[src/rtl/seq_mult_pkg.sv]
// Shared types and sizing helpers for the iterative shift-add multiplier.
package seq_mult_pkg;

    typedef enum logic [1:0] {
        IDLE,
        CALC,
        DONE
    } seq_mult_state_t;

    // Counter must be able to hold WIDTH itself (the finishing CALC step).
    function automatic int unsigned cnt_w(input int unsigned width);
        return $clog2(width + 1);
    endfunction

endpackage

[src/rtl/seq_mult_step.sv]
// One shift-add iteration: adds the multiplicand, shifted by the bit index,
// into the accumulator when the current multiplier bit is set.
module seq_mult_step
    import seq_mult_pkg::*;
#(
    parameter int unsigned WIDTH = 4,
    parameter int unsigned CNT_W = 3
) (
    input  logic [2*WIDTH-1:0] i_acc,
    input  logic [WIDTH-1:0]   i_mcand,
    input  logic               i_mplr_bit,
    input  logic [CNT_W-1:0]   i_cnt,
    output logic [2*WIDTH-1:0] o_acc_next
);

    logic [2*WIDTH-1:0] w_mcand_ext;

    assign w_mcand_ext = {{WIDTH{1'b0}}, i_mcand};
    assign o_acc_next  = i_mplr_bit ? (i_acc + (w_mcand_ext << i_cnt)) : i_acc;

endmodule

[src/rtl/seq_mult.sv]
// Iterative WIDTH x WIDTH -> 2*WIDTH multiplier with valid/ready on both sides.
// Define SEQ_MULT_SIGNED_EN to honour the Signed input (two's-complement operands).
module seq_mult
    import seq_mult_pkg::*;
#(
    parameter int unsigned WIDTH = 4
) (
    input  logic               clk,
    input  logic               rst,
    input  logic               in_valid,
    output logic               in_ready,
    input  logic [WIDTH-1:0]   Multiplicand,
    input  logic [WIDTH-1:0]   Multiplier,
    input  logic               Signed,
    output logic               out_valid,
    input  logic               out_ready,
    output logic [2*WIDTH-1:0] Product
);

    localparam int unsigned PROD_W = 2 * WIDTH;
    localparam int unsigned CNT_W  = cnt_w(WIDTH);

    seq_mult_state_t    r_state, w_state_next;
    logic [PROD_W-1:0]  r_acc;
    logic [WIDTH-1:0]   r_mcand;
    logic [WIDTH-1:0]   r_mplr;
    logic [CNT_W-1:0]   r_cnt;
    logic               r_neg;

    logic [PROD_W-1:0]  w_acc_next;
    logic [WIDTH-1:0]   w_mcand_mag;
    logic [WIDTH-1:0]   w_mplr_mag;
    logic               w_sign;
    logic               w_accept;
    logic               w_cnt_done;

`ifdef SEQ_MULT_SIGNED_EN
    logic w_neg_a, w_neg_b;

    // Magnitude of the most-negative value still fits in WIDTH unsigned bits.
    assign w_neg_a     = Signed & Multiplicand[WIDTH-1];
    assign w_neg_b     = Signed & Multiplier[WIDTH-1];
    assign w_mcand_mag = w_neg_a ? -Multiplicand : Multiplicand;
    assign w_mplr_mag  = w_neg_b ? -Multiplier : Multiplier;
    assign w_sign      = w_neg_a ^ w_neg_b;
`else
    logic w_unused_signed;

    assign w_unused_signed = Signed;
    assign w_mcand_mag     = Multiplicand;
    assign w_mplr_mag      = Multiplier;
    assign w_sign          = 1'b0;
`endif

    assign in_ready   = (r_state == IDLE) && !rst;
    assign out_valid  = (r_state == DONE);
    assign Product    = r_acc;
    assign w_accept   = in_valid && in_ready;
    assign w_cnt_done = (r_cnt == CNT_W'(WIDTH));

    seq_mult_step #(
        .WIDTH (WIDTH),
        .CNT_W (CNT_W)
    ) u_step (
        .i_acc      (r_acc),
        .i_mcand    (r_mcand),
        .i_mplr_bit (r_mplr[0]),
        .i_cnt      (r_cnt),
        .o_acc_next (w_acc_next)
    );

    always_comb begin
        w_state_next = r_state;
        case (r_state)
            IDLE:    if (w_accept) w_state_next = CALC;
            CALC:    if (w_cnt_done) w_state_next = DONE;
            DONE:    if (out_ready) w_state_next = IDLE;
            default: w_state_next = IDLE;
        endcase
    end

    always_ff @(posedge clk) begin
        if (rst) begin
            r_state <= IDLE;
            r_acc   <= '0;
            r_mcand <= '0;
            r_mplr  <= '0;
            r_cnt   <= '0;
            r_neg   <= 1'b0;
        end else begin
            r_state <= w_state_next;
            case (r_state)
                IDLE: begin
                    if (w_accept) begin
                        r_mcand <= w_mcand_mag;
                        r_mplr  <= w_mplr_mag;
                        r_acc   <= '0;
                        r_cnt   <= '0;
                        r_neg   <= w_sign;
                    end
                end
                CALC: begin
                    // Final CALC step applies the sign while entering DONE.
                    if (w_cnt_done) begin
                        r_acc <= r_neg ? -r_acc : r_acc;
                    end else begin
                        r_acc  <= w_acc_next;
                        r_mplr <= r_mplr >> 1;
                        r_cnt  <= r_cnt + 1'b1;
                    end
                end
                default: ;
            endcase
        end
    end

endmodule

[config.mk]
export PLATFORM = sky130hd
export DESIGN_NAME = seq_mult
export DESIGN_NICKNAME = d
export VERILOG_FILES = /design/src/rtl/seq_mult_pkg.sv /design/src/rtl/seq_mult_step.sv /design/src/rtl/seq_mult.sv
export SDC_FILE = /design/constraint.sdc
export NUM_CORES = 1
export LEC_CHECK = 0
export CAP_MARGIN = 40
export CORE_AREA = 2 2 58 60
export DETAILED_ROUTE_END_ITERATION = 10
export DIE_AREA = 0 0 60 62
export PLACE_DENSITY = 0.66
export SLEW_MARGIN = 5
export SYNTH_ARGS = -nofsm -noshare
export SYNTH_HDL_FRONTEND = slang
export SYNTH_SLANG_ARGS = --single-unit
[constraint.sdc]
create_clock -name clk -period 3.1 [get_ports clk]
set_clock_uncertainty 0.15 [all_clocks]
set_input_delay 0.93 -clock clk [delete_from_list [all_inputs] [get_ports clk]]
set_output_delay 0.93 -clock clk [all_outputs]
set_load 0.1 [all_outputs]
After elaboration in Yosys (flattened, before gate mapping). Index checks and enable logic that the tools add are counted.

Memories kept: 0. Output and inout bits: 10. Logic and storage cells: 39. Input port bits: 13. Latch bits: 0. Bits in read-only memories: 0. Memory bits (writable): 0. Bits in registers: 21.

Divide/modulo/power cells: 0. Magnitude comparators: 0. Reductions and logical operators: 9. Mux-type cells: 14. Shift operators: 1. Bitwise logic cells: 0. Add/sub/neg operators: 2. Multipliers: 0. Equal/unequal tests: 8.

Operators with widths (number): $mux 8 (3); $pmux 8 s2 (1); $add 8x8->8 (1); $mux 4 (2); $pmux 4 s2 (1); $shl 4x3->8 (1); $mux 2 (3); $mux 3 (2); $ne 2x2->1 const B (3); $pmux 2 s3 (1); $pmux 3 s2 (1); $reduce_and 3->1 (2); $reduce_and 4->1 (1); $add 3x1->3 const B (1); $eq 3x3->1 const B (1); $ne 3x3->1 const B (1); $eq 2x1->1 const B (1); $eq 2x2->1 const B (1); $logic_and 1x1->1 (2); $logic_not 2->1 (1); $ne 2x1->1 const B (1); $reduce_and 2->1 (1); $reduce_bool 2->1 (1); $logic_not 1->1 (1).

Depth between registers and ports, before layout.
Depth after elaboration: 5. Gate-level depth with buffers: 11. Depth with buffers taken out: 10.

Cells and area by module. From an unflattened synthesis, not the netlist that was laid out.

Cell total of the unflattened synthesis: 160. Area total of the unflattened synthesis: 1467.7 um2.

Modules (own cells, without submodules): seq_mult (area each 904.6 um2, seq. area each 420.4 um2, instances 1, cells an instance 89); seq_mult_step (area each 563.0 um2, seq. area each 0.0 um2, instances 1, cells an instance 71).

Worst setup path after synthesis. Ideal clock, no wire load.

Path kind: input to output. From: in rst. To: out in_ready. Cell stages on the path: 2. Setup slack: -1117 ps. Arrival: 3137 ps. Cells stage by stage: clkbuf_1 -> nor3_1.

Cells in the longest elaborated chain, start to end: 2.

Ends and longest elaborated chain: start, declared (RTL line seq_mult.sv:9) `input logic rst,`; $logic_not 1->1 (RTL line seq_mult.sv:55) `assign in_ready = (r_state == IDLE) && !rst;`; $logic_and 1x1->1 (RTL line seq_mult.sv:55); end, declared (RTL line seq_mult.sv:11) `output logic in_ready,`.

No other way between the ends.

Worst setup path in the final report. Ends and elaborated chain as after synthesis.

==> out/qor.txt <==
status: finished, final reports clean
die area: 3720 um^2
CTS Buf Count: 3
max-slew violation count: 0
Final HPWL DP: 2237 um
global-route wire length before repair: 4885 um
Overflow after GRT: 0
commonest non-fill, non-tap cell in the layout: nand2_1
switching share of power: 0.2988
GRT Overall Usage: 0.1750
Post-Syn Area: 1301 um^2
starting density of the core: 0.4093
largest net degree at the start of global routing: 23
vias in the first global route: 1,126
share of cells above drive strength 1: 0.1263
global placer's final weighted congestion: 0.9227
Post-Place Cell Area: 1583 um^2
leak pwr: 0.0006358 uW
number of antenna violations at the first check in global routing: 0
CTS Root Cell: clkbuf_4
Worst-Skew Late Latency: 0.31 ns
DRT Wirelength: 2945 um
Req. time, crit path: 2.02 ns
Hold WS: 0.3404 ns
Final Hold Viols: 0
via count: 1,263
Mapped Cells: 167
sequential share of power: 0.544
slew margin rel.: 0.5286
FP Rows: 21
Startpoint Class: input port
Area Overhead vs Synth: 23.75%
Yosys top cell by area: dfxtp_1
clock transition at the registers of the reported paths: 0.12 ns
Slew @ Worst Pin: 0.7071 ns
Critical Path AT: 1.87 ns
Psw: 159.6 uW
met1 GRT Util: 0.2148
Power per Cell Area: 331.7 nW/um^2
clock share of power: 0.256
Hold/Removal Path Class: flop to flop
WS Path Type: input port to output port
TritonCTS clock tree: built
postcts setup bufs: 0
final setup fails: 0
Worst setup EP type: output port
io pins: 23
Ys Warns: 0
Yosys cell types: 35
wire per inst: 12.48 um
Area contributors post-synth: dfxtp_1, ha_1, nand2_1
Final period util: 0.9524
GR Util met2: 0.3137
Critical Path Fanout Max: 5
cts hold-fix bufs: 0
port bufs: 21
share of the synthesized area in the top cell type: 0.3231
fin crit period: 2.953 ns
Comb power frac: 0.200
Most Crowded Layer GR: met2
Int Pwr: 374.5 uW
Design Power: 534.1 uW
ant diodes: 0
max cap viols: 0
Chip Width: 60 um
core footprint: 3179 um^2
Avg Vias per Cell: 5.352
drt drc: 0
VDD IR max: 153.2 uV
antenna-violating nets left: 0
Yosys reg bits: 21
commonest non-fill, non-tap cells in the layout: nand2_1, dfxtp_1, a21oi_1, nor2_1, buf_4
Nets: 214
Max Freq: 0.3387 GHz
register area: 420.4 um^2
M3 GR Usage: 0.03520
DR iter-0 viols: 59
area of the multi-input gates: 850.8 um^2
Max H-tree Level: 1
fill cell count: 311
Seq/Total Area, Yosys: 0.3231
syn nets: 190
syn_area_per_cell: 7.792 um^2
final setup TNS: 0 ns
unrepaired setup endpoints after global routing: no
clk sinks: 21
CTS Buffer Depth: 2
die height: 62 um
final non-filler cell area: 1610 um^2
post-CTS sizing: 0
DR pass1 iterations: 4
==> critical path, stage by stage <==
cell             delay [ns]
clkdlybuf4s50_1        0.54
nor3_4                 0.20
buf_12                 0.20
==> final timing paths <==
kind                                  from    endpoint  slack (ns)  depth (start not counted)
worst max-delay path                   rst    in_ready        0.15                          3
worst min-delay path            Product[4]  Product[4]        0.34                          2
worst min register to register  Product[4]  Product[4]        0.34                          2
worst max register to register    r_cnt[0]  Product[7]        0.44                          9
==> sequential cells by signal (all words and copies together) (netlist names) <==
| register | cells |
|---|---|
| Product | 8 |
| r_cnt | 3 |
| r_mcand | 4 |
| r_mplr | 4 |
| r_state | 2 |
==> power groups by stage <==
| stage | Clock, uW | Combinational [uW] | Sequential, uW |
|---|---|---|---|
| floorplan | 0 | 64.9 | 297 |
| global placement | 0 | 104 | 296 |
| detailed placement | 0 | 107 | 297 |
| CTS | 145 | 107 | 291 |
| global route | 153 | 118 | 293 |
| finish | 137 | 107 | 291 |
==> kinds of logic after synthesis <==
kind of cell | share of synthesized area
simple gates | 0.2558
compound gates | 0.2183
flops | 0.3231
buf+inv | 0.03173
fa+ha+maj | 0.1019
mux | 0.04904
xor+xnor | 0.02020
==> Yosys cell counts (all sizes together) <==
| cell type | number |
|---|---|
| or3 | 3 |
| a21oi | 20 |
| o21bai | 1 |
| nand2b | 5 |
| o41ai | 1 |
| a31oi | 4 |
| nor3 | 6 |
| nor2 | 15 |
| o21ai | 10 |
| a32o | 1 |
| mux2 | 1 |
| nand3b | 2 |
| or4 | 1 |
| mux2i | 3 |
| a2111oi | 1 |
| a21o | 3 |
| nand3 | 2 |
| clkbuf | 7 |
| mux4 | 1 |
| o211ai | 2 |
| inv | 3 |
| a211oi | 3 |
| nor4b | 2 |
| ha | 9 |
| dfxtp | 21 |
| o22ai | 1 |
| buf | 1 |
| xnor2 | 3 |
| nor2b | 4 |
| nand2 | 27 |
| a22oi | 1 |
| fa | 1 |
| nor3b | 1 |
| and2 | 1 |
==> per-stage QoR <==
stage          worst slack (ns)  cells  utilization
2_1_floorplan            0.1428    167            -
3_3_place_gp             0.1386    232       0.4978
3_5_place_dp             0.1208    232       0.4978
4_1_cts                  0.1329    236       0.5065
5_1_grt                 0.07860    236       0.5065
6_report                 0.1475    236       0.5065
==> final cells by class <==
type,count,area share
multi-input cells,135,0.5284
inverters,3,0.006993
clock buffers,3,0.01399
clock inverters,1,0.003108
well taps,46,0.03574
repair buffers,27,0.1507
flip-flops and latches,21,0.2611
==> routing by layer <==
layer  routed length [um]  share of wire
met5                    0              0
met4                   17         0.0058
met3                   86          0.029
met2                 1451           0.49
met1                 1389           0.47
No activity file was read; power rests on OpenSTA's default activity.
